===== src/rtl/a26_pkg.sv =====
// Shared constants, types and helpers for the Atari paddle emulation.
// Combinational helpers only; no latency; no flow control.
// Backpressure: none.
package a26_pkg;

    localparam int MOUSE_STB_BIT = 24;
    localparam int MOUSE_XS_BIT  = 4;
    localparam int MOUSE_YS_BIT  = 5;

    localparam logic signed [7:0] PADDLE_MIN = 8'sh80;
    localparam logic signed [7:0] PADDLE_MAX = 8'sh7F;

    typedef logic signed [8:0] delta_t;

    typedef enum logic {
        MODE_JOY   = 1'b0,
        MODE_MOUSE = 1'b1
    } mode_e;

    // Clamp a 10-bit accumulator sum into the 8-bit paddle range.
    function automatic logic [7:0] sat_paddle(input logic signed [9:0] s);
        if (s > 10'(PADDLE_MAX)) begin
            return PADDLE_MAX;
        end
        if (s < 10'(PADDLE_MIN)) begin
            return PADDLE_MIN;
        end
        return s[7:0];
    endfunction

endpackage


===== src/rtl/paddle_emu_if.sv =====
// Bundle of hps_io inputs and paddle/button outputs of the paddle emulator.
// Wires only; no latency.
// Backpressure: none.
interface paddle_emu_if;
    logic [24:0] ps2_mouse;
    logic [15:0] joya_0;
    logic [15:0] joy_0;
    logic [7:0]  paddle_x;
    logic [7:0]  paddle_y;
    logic        btn_a;
    logic        btn_b;
    logic        mouse_active;

    modport master (
        output ps2_mouse, joya_0, joy_0,
        input  paddle_x, paddle_y, btn_a, btn_b, mouse_active
    );

    modport slave (
        input  ps2_mouse, joya_0, joy_0,
        output paddle_x, paddle_y, btn_a, btn_b, mouse_active
    );
endinterface


===== src/rtl/paddle_axis.sv =====
// One paddle axis: shift/clamp a raw mouse delta, then saturating accumulate.
// Latency: delta captured 1 clock after load, accumulated on the following upd.
// Backpressure: none; clear wins over a same-cycle update.
module paddle_axis
    import a26_pkg::*;
#(
    parameter int DELTA_SHIFT = 1,
    parameter int MAX_STEP    = 10
) (
    input  logic       clk_sys,
    input  logic       reset,
    input  logic       load,
    input  logic       upd,
    input  logic       clear,
    input  logic       sgn,
    input  logic [7:0] mag,
    output logic [7:0] acc
);

    localparam delta_t STEP_LIM = delta_t'(MAX_STEP);

    delta_t            d9;
    delta_t            ds;
    delta_t            dc_d;
    delta_t            dc_q;
    logic signed [9:0] sum;
    logic [7:0]        acc_d;
    logic [7:0]        acc_q;

    always_comb begin
        d9   = delta_t'({sgn, mag});
        ds   = d9 >>> DELTA_SHIFT;
        dc_d = dc_q;
        if (load) begin
            if (ds > STEP_LIM) begin
                dc_d = STEP_LIM;
            end else if (ds < -STEP_LIM) begin
                dc_d = -STEP_LIM;
            end else begin
                dc_d = ds;
            end
        end

        // 10 bits holds any 8-bit position plus a clamped 9-bit delta.
        sum   = {{2{acc_q[7]}}, acc_q} + {dc_q[8], dc_q};
        acc_d = acc_q;
        if (clear) begin
            acc_d = '0;
        end else if (upd) begin
            acc_d = sat_paddle(sum);
        end
    end

    always_ff @(posedge clk_sys) begin
        if (reset) begin
            dc_q  <= '0;
            acc_q <= '0;
        end else begin
            dc_q  <= dc_d;
            acc_q <= acc_d;
        end
    end

    assign acc = acc_q;

endmodule


===== src/rtl/paddle_emu.sv =====
// PS/2 mouse / analog stick to two Atari paddles plus fire buttons.
// Latency: paddle outputs follow a packet 2 clocks after its toggle is sampled.
// Backpressure: none; packets at most every 2 clocks, analog activity overrides.
module paddle_emu
    import a26_pkg::*;
#(
    parameter int DELTA_SHIFT = 1,
    parameter int MAX_STEP    = 10
) (
    input  logic         clk_sys,
    input  logic         reset,
    paddle_emu_if.slave  bus
);

    logic       stb_d, stb_q;
    logic       pkt;
    logic       override;
    logic       v1_d, v1_q;
    mode_e      mode_d, mode_q;
    logic [7:0] acc_x, acc_y;
    logic [7:0] paddle_x_d, paddle_x_q;
    logic [7:0] paddle_y_d, paddle_y_q;
    logic       btn_a_d, btn_a_q;
    logic       btn_b_d, btn_b_q;
    logic       mouse_active_d, mouse_active_q;
    logic       unused_ok;

    assign stb_d    = bus.ps2_mouse[MOUSE_STB_BIT];
    assign pkt      = stb_d != stb_q;
    assign override = bus.joya_0 != 16'h0000;

    paddle_axis #(.DELTA_SHIFT(DELTA_SHIFT), .MAX_STEP(MAX_STEP)) u_axis_x (
        .clk_sys (clk_sys),
        .reset   (reset),
        .load    (pkt),
        .upd     (v1_q),
        .clear   (override),
        .sgn     (bus.ps2_mouse[MOUSE_XS_BIT]),
        .mag     (bus.ps2_mouse[15:8]),
        .acc     (acc_x)
    );

    paddle_axis #(.DELTA_SHIFT(DELTA_SHIFT), .MAX_STEP(MAX_STEP)) u_axis_y (
        .clk_sys (clk_sys),
        .reset   (reset),
        .load    (pkt),
        .upd     (v1_q),
        .clear   (override),
        .sgn     (bus.ps2_mouse[MOUSE_YS_BIT]),
        .mag     (bus.ps2_mouse[23:16]),
        .acc     (acc_y)
    );

    always_comb begin
        v1_d   = pkt & ~override;
        mode_d = mode_q;
        case (mode_q)
            MODE_JOY:   if (v1_q && !override) mode_d = MODE_MOUSE;
            MODE_MOUSE: if (override)          mode_d = MODE_JOY;
            default:                           mode_d = MODE_JOY;
        endcase

        paddle_x_d     = bus.joya_0[7:0];
        paddle_y_d     = bus.joya_0[15:8];
        btn_a_d        = bus.joy_0[5];
        btn_b_d        = bus.joy_0[6];
        mouse_active_d = 1'b0;
        if (mode_q == MODE_MOUSE) begin
            paddle_x_d     = acc_x;
            paddle_y_d     = acc_y;
            btn_a_d        = bus.ps2_mouse[0];
            btn_b_d        = bus.ps2_mouse[1];
            mouse_active_d = 1'b1;
        end
    end

    // Strobe tracks the input even in reset so a toggle seen then is absorbed.
    always_ff @(posedge clk_sys) begin
        stb_q <= stb_d;
        if (reset) begin
            v1_q           <= 1'b0;
            mode_q         <= MODE_JOY;
            paddle_x_q     <= '0;
            paddle_y_q     <= '0;
            btn_a_q        <= bus.joy_0[5];
            btn_b_q        <= bus.joy_0[6];
            mouse_active_q <= 1'b0;
        end else begin
            v1_q           <= v1_d;
            mode_q         <= mode_d;
            paddle_x_q     <= paddle_x_d;
            paddle_y_q     <= paddle_y_d;
            btn_a_q        <= btn_a_d;
            btn_b_q        <= btn_b_d;
            mouse_active_q <= mouse_active_d;
        end
    end

    assign bus.paddle_x     = paddle_x_q;
    assign bus.paddle_y     = paddle_y_q;
    assign bus.btn_a        = btn_a_q;
    assign bus.btn_b        = btn_b_q;
    assign bus.mouse_active = mouse_active_q;

    assign unused_ok = ^{bus.ps2_mouse[7:6], bus.ps2_mouse[3:2],
                         bus.joy_0[15:7], bus.joy_0[4:0]};

endmodule


===== src/flat_wrapper.sv =====
// flat-port wrapper written by rule: the top's interface ports become plain ports
module paddle_emu_flat import a26_pkg::*;
#(
    parameter int DELTA_SHIFT = 1,
    parameter int MAX_STEP    = 10
)
  (clk_sys, reset, bus_ps2_mouse, bus_joya_0, bus_joy_0, bus_paddle_x, bus_paddle_y, bus_btn_a, bus_btn_b, bus_mouse_active);
  paddle_emu_if bus_i ();
  input  logic clk_sys;
  input  logic reset;
  input wire logic [$bits(bus_i.ps2_mouse)-1:0] bus_ps2_mouse;
  input wire logic [$bits(bus_i.joya_0)-1:0] bus_joya_0;
  input wire logic [$bits(bus_i.joy_0)-1:0] bus_joy_0;
  output wire logic [$bits(bus_i.paddle_x)-1:0] bus_paddle_x;
  output wire logic [$bits(bus_i.paddle_y)-1:0] bus_paddle_y;
  output wire logic [$bits(bus_i.btn_a)-1:0] bus_btn_a;
  output wire logic [$bits(bus_i.btn_b)-1:0] bus_btn_b;
  output wire logic [$bits(bus_i.mouse_active)-1:0] bus_mouse_active;
  assign bus_i.ps2_mouse = bus_ps2_mouse;
  assign bus_i.joya_0 = bus_joya_0;
  assign bus_i.joy_0 = bus_joy_0;
  assign bus_paddle_x = bus_i.paddle_x;
  assign bus_paddle_y = bus_i.paddle_y;
  assign bus_btn_a = bus_i.btn_a;
  assign bus_btn_b = bus_i.btn_b;
  assign bus_mouse_active = bus_i.mouse_active;
  paddle_emu #(.DELTA_SHIFT(DELTA_SHIFT), .MAX_STEP(MAX_STEP)) u_core (.clk_sys(clk_sys), .reset(reset), .bus(bus_i));
endmodule

===== config.mk =====
export PLATFORM = sky130hd
export DESIGN_NAME = paddle_emu_flat
export DESIGN_NICKNAME = d
export VERILOG_FILES = /design/src/rtl/a26_pkg.sv /design/src/rtl/paddle_emu_if.sv /design/src/rtl/paddle_axis.sv /design/src/rtl/paddle_emu.sv /design/src/flat_wrapper.sv
export SDC_FILE = /design/constraint.sdc
export NUM_CORES = 1
export LEC_CHECK = 0
export ABC_CLOCK_PERIOD_IN_PS = 2000
export BUFFER_PORTS_ARGS = -buffer_cell sky130_fd_sc_hd__buf_2
export CAP_MARGIN = 5
export CORE_MARGIN = 3
export CORE_UTILIZATION = 47
export CTS_CLUSTER_DIAMETER = 120
export DETAILED_ROUTE_END_ITERATION = 10
export HOLD_SLACK_MARGIN = 0.1
export PLACE_DENSITY = 0.76
export SLEW_MARGIN = 30
export SYNTH_ARGS = -nofsm -noshare
export SYNTH_HDL_FRONTEND = slang
export SYNTH_SLANG_ARGS = --single-unit

===== constraint.sdc =====
create_clock -name clk_sys -period 2 [get_ports clk_sys]
set_input_delay 0.1 -clock clk_sys [delete_from_list [all_inputs] [get_ports clk_sys]]
set_output_delay 0.1 -clock clk_sys [all_outputs]
set_load 0.01 [all_outputs]

[Yosys cells after proc, flatten, opt, wreduce, memory -nomap -nowiden]
Cells that the tools add are included.
Operators by class
  add/subtract/negate cells: 2
  $lt $le $gt $ge: 8
  eq/ne operators: 1
  mux-type cells: 36
  bitwise gates (word level): 3
  reductions and logical operators: 4
Operator list (count)
  $mux W8: 10
  $mux W9: 4
  $mux W1: 21
  $add A8 B9 Y10: 2
  $gt A10 B8 Y1 const B: 2
  $lt A10 B8 Y1 const B: 2
  $gt A8 B5 Y1 const B: 2
  $lt A8 B5 Y1 const B: 2
  $reduce_bool A16 Y1: 1
  $not A1 Y1: 2
  $pmux W1 S2: 1
  $reduce_or A2 Y1: 1
  $and A1 B1 Y1: 1
  $logic_and A1 B1 Y1: 1
  $logic_not A1 Y1: 1
  $ne A1 B1 Y1: 1
Storage, ports and cells
  bits in registers: 56
  input port bits: 59
  logic and storage cells: 66

[Logic depth before layout (Yosys ltp)]
  depth in word-level cells: 10
  mapped depth: 9
  mapped depth without buffers: 8

[Hierarchy]
A second synthesis with hierarchy kept.
Unflattened totals
  cell total of the unflattened synthesis: 320
  area total of the unflattened synthesis: 2950.3 µm²
Modules (own cells, without submodules)
  paddle_axis (u_core.u_axis_y): times used 1, cells each 129, area an instance 1061.0 µm², sequential area each 320.3 µm²
  paddle_axis (u_core.u_axis_x): times used 1, cells each 121, area an instance 1057.3 µm², sequential area each 320.3 µm²
  paddle_emu: times used 1, cells each 70, area an instance 832.0 µm², sequential area each 440.4 µm²

[Worst setup path after synthesis]
No wires, ideal clock.
  path type: register to register
  start point: register u_core.u_axis_y.acc_q[0] (netlist: u_core.u_axis_y.acc[0])
  end point: register u_core.u_axis_y.acc_q[2] (netlist: u_core.u_axis_y.acc[2])
  data arrival time: 2019 ps
  path slack: -141 ps
  cell stages (with the launch flop): 10
  path buffers: 1
  cell sequence: dfxtp_1 -> ha_1 -> fa_1 -> a211oi_1 -> o21ai_0 -> o2111ai_1 -> a211o_1 -> and2_0 -> buf_2 -> a221o_1
On the way
  cells in the longest elaborated chain, start to end: 8
  elaborated cells on any way between the ends: 13
  classes of those cells: 1 x add/sub; 2 x order compare; 10 x mux
Ends and longest elaborated chain
  start, declared: RTL line paddle_axis.sv:28  | logic [7:0] acc_q;
  start signal, assigned: RTL line paddle_axis.sv:57  | acc_q <= '0;
  start signal, assigned: RTL line paddle_axis.sv:60  | acc_q <= acc_d;
  $add A8 B9 Y10 (*): RTL line paddle_axis.sv:45  | sum = {{2{acc_q[7]}}, acc_q} + {dc_q[8], dc_q};
  $lt A10 B8 Y1: RTL line a26_pkg.sv:25  | if (s < 10'(PADDLE_MIN)) begin
  $mux W1 (2 in a row): RTL line a26_pkg.sv:25
  $mux W1: RTL line paddle_axis.sv:49  | end else if (upd) begin
  $mux W1: RTL line paddle_axis.sv:47  | if (clear) begin
  $mux W8: RTL line a26_pkg.sv:28  | return s[7:0];
  $mux W8 (*): RTL line a26_pkg.sv:25
Every way passes the cells marked *; elsewhere a longest branch is shown, timed or not. The select of a mux whose other input is x is not followed.
A chain may end at the register's enable or synchronous reset.

[Worst setup path in the final report]
  start point: register u_core.u_axis_y.acc_q[1] (netlist: u_core.u_axis_y.acc[1])
  end point: register u_core.u_axis_y.acc_q[3] (netlist: u_core.u_axis_y.acc[3])
The elaborated chain is that of the path after synthesis.

==> results.ini <==
[setup_path]
required_ns = 2.20
crit_slowest_cell = dfxtp_4
endpoint_kind = register
reg2reg_setup_slack_ns = -0.15
startpoint = u_core.u_axis_y.acc[1]
critPathKind = register to register
cp.arrival_ns = 2.35
cp_max_fo = 6
ff2ff_path_depth = 7
worstReg2RegEnd = u_core.u_axis_y.acc[3]
r2r-start = u_core.u_axis_y.acc[1]
start_kind = register
cpPeakStageDelay_ns = 0.37
cp_cell_sequence = ha_4 -> a211oi_4 -> nor2_1 -> a41o_1 -> mux2_4 -> o211a_4 -> a221o_1

[synthesis]
synth_top_family_by_area = compound AO/OA/AOI/OAI gates
seq_area_frac_synth = 0.384
synthTopCellsByArea = dfxtp_1 (38%), ha_1 (8.0%), mux2i_1 (5.7%)
synth_ff_type = dfxtp_1
syn-num-nets = 374
synth_top_area_cell = dfxtp_1
synthMuxAreaShare = 0.0689
yosysWarnings = 0
synth-seq-cells = 54
synth_edf_count = 0
syn_inst = 295
synth_compound_area_frac = 0.207
synth.most_common_cell = dfxtp_1
synth_fa_ha_area_frac = 0.0942
syn_avg_cell_area_um2 = 9.55
yosys.area.top_type_share = 0.384
synthArstFlopShare = 0
synth.distinct_cells = 55
ys_top_cells_by_count = dfxtp_1 (54), nor2_1 (40), a21oi_1 (22), ha_1 (18), mux2i_1 (16)
synth_xor_xnor_area_share = 0.0342
syn-cell-area_mm2 = 0.00282
synth_simple_gate_area_frac = 0.178

[cells_and_area]
final_nets = 499
multi_input_comb_area_mm2 = 0.00180
fin_util = 0.710
syn2layout_area_growth_pct = 42.2
drive_above_1_share = 0.367
fillers = 429
design_area_mm2 = 0.00401
antennaDiodeCount = 0
stdcell_count = 492
seq_area_mm2 = 0.00110

[route]
highest_layer = met4
wirelength_um = 7040
wl_met2_um = 3230
ant_nets = 0
num_vias = 2614
wl_met3_um = 434
avgRoutedWirePerCell_um = 14.3
via_per_inst = 5.31
firstDrtPassIters = 5
drt_iter0_drc = 96
drc_errors = 0
m1WireLength_um = 3300

[power_and_ir_drop]
p_clk_frac = 0.322
power.density_mw_per_mm2 = 548
intPower_mw = 1.66
p_sw_mw = 0.534
p_seq_frac = 0.523
pwr-share-comb = 0.155
leakage_nw = 1.74
p_sw_frac = 0.243
finalPower_mw = 2.20
ir_worst_vdd_uv = 549

[floorplan]
dieArea_mm2 = 0.00696
ios = 78
die_h_um = 83.4
core_area_mm2 = 0.00564
die_w_um = 83.4
rows = 27
start_util = 0.499

[placement]
dp_hpwl_um = 4910
placed_cell_area_mm2 = 0.00347
numPortBuffers = 57
gp_congestion = 0.792
dp_slack_ns = -0.197
dp.cells = 452

[clock_tree]
cts-root-buf = clkbuf_8
clkSinkCount = 54
clock_path_buffers = 2
cts_buffers = 5
clk_latency_ns = 0.30
clkTransAtPathRegs_ns = 0.09
cts_tree = yes
cts_max_level = 2

[sta]
max_freq_mhz = 466
clock_skew_ns = 0.00710
finalSetupViolCount = 13
fin_crit_sh = 1.07
rsz0062_at_grt = yes
hold_viol = 0
finalCriticalPeriod_ns = 2.15
worst_hold_slack_ns = 0.108
setup_tns_ns = -1.12
slew-limit-headroom = 0.430
layout_setup_ws_ns = -0.148
worstMarginPinSlew_ns = 0.849
maxSlewViolCount = 0

[hold_path]
hold_path_depth = 3
min_to = u_core.bus.paddle_y[0]
min_path_type = input pin to register
hold_start = bus_joya_0[8]

[grt]
antenna_found_initial = 0
globalRouteOverflowTotal = 0
grt_pass1_wl_um = 11700
grt_pass1_vias = 2604
grt_max_degree = 34
track_usage = 0.200

[flow_run]
cap_violations = 0

[outcome]
violations = setup timing
outcome = finished with violations

how the worst max path moves through the flow:
stage / to / slack (ns) / cells past startpoint
global route: u_core.u_axis_y.acc[4] / -0.24 / 7
detailed placement: u_core.u_axis_y.acc[3] / -0.20 / 8
CTS: u_core.u_axis_y.acc[3] / -0.10 / 7
finish: u_core.u_axis_y.acc[3] / -0.15 / 7
global placement: u_core.u_axis_y.acc[1] / -0.13 / 8
floorplan: u_core.u_axis_y.acc[1] / -0.03 / 9
metal layers:
layer  global-route usage  vias to the layer above
met1                0.262                     1172
li1                     -                     1351
met3               0.0347                       11
met2                0.348                       80
met4               0.0395                        0
met5                    0                        -
power groups by stage:
stage / clock network [mW] / registers [mW] / logic [mW]
floorplan: 0 / 1.18 / 0.156
global placement: 0 / 1.17 / 0.284
detailed placement: 0 / 1.17 / 0.290
CTS: 0.725 / 1.15 / 0.330
global route: 0.763 / 1.15 / 0.379
finish: 0.708 / 1.15 / 0.340
timing repair:
action                                  in CTS  in global routing
setup buffers                                7                  3
hold buffers                                24                  0
endpoints found under the setup margin      13                 15
resized for setup                           18                 11
pin swaps                                   18                 10
endpoints found under the hold margin       22                  0
cell type report:
type,count,share of cell area
Multi-Input combinational cell,224,0.449
Sequential cell,54,0.275
Timing Repair Buffer,129,0.221
Tap cell,72,0.0225
Clock buffer,5,0.0172
Clock inverter,2,0.00968
Inverter,6,0.00562
sequential cells by signal, summed over array words and instances (netlist names):
signal	count
u_core.u_axis_x.dc_q	8
u_core.bus.mouse_active	1
u_core.bus.btn_a	1
u_core.mode_q	1
u_core.u_axis_y.acc	8
u_core.bus.paddle_x	8
u_core.u_axis_y.dc_q	8
u_core.bus.btn_b	1
u_core.bus.paddle_y	8
u_core.stb_q	1
u_core.v1_q	1
u_core.u_axis_x.acc	8
cells by family (layout without fill, tap and decap cells):
family,Yosys count,after routing
AO/OA/AOI/OAI,80,80
adder cells (fa/ha/maj),20,20
flip-flops,54,54
buffers and inverters,17,142
multiplexers,19,19
AND/OR/NAND/NOR,94,94
XOR/XNOR,11,11
worst max-delay path: cells and delay by family (launching register included):
kind                       cells  cell delay [ns]
and+or+nand+nor                1             0.10
adders and majority gates      1             0.25
AOI/OAI and AO/OA              4             0.98
muxes                          1             0.32
DFF                            1             0.37
layout by cell type (no fill, tap or decap), drive strengths merged, types with 4 or more instances in the layout:
master / instances
a211oi: 5
a21o: 4
a21oi: 23
a221o: 11
buf: 105
clkbuf: 5
dfxtp: 54
dlygate4sd3: 24
ha: 18
inv: 6
mux2i: 16
nand2: 15
nand2b: 5
nor2: 41
nor2b: 6
nor3: 4
nor3b: 4
o211ai: 10
o21ai: 8
xnor2: 6
xor2: 5
Power figures use the tool's default switching activity.
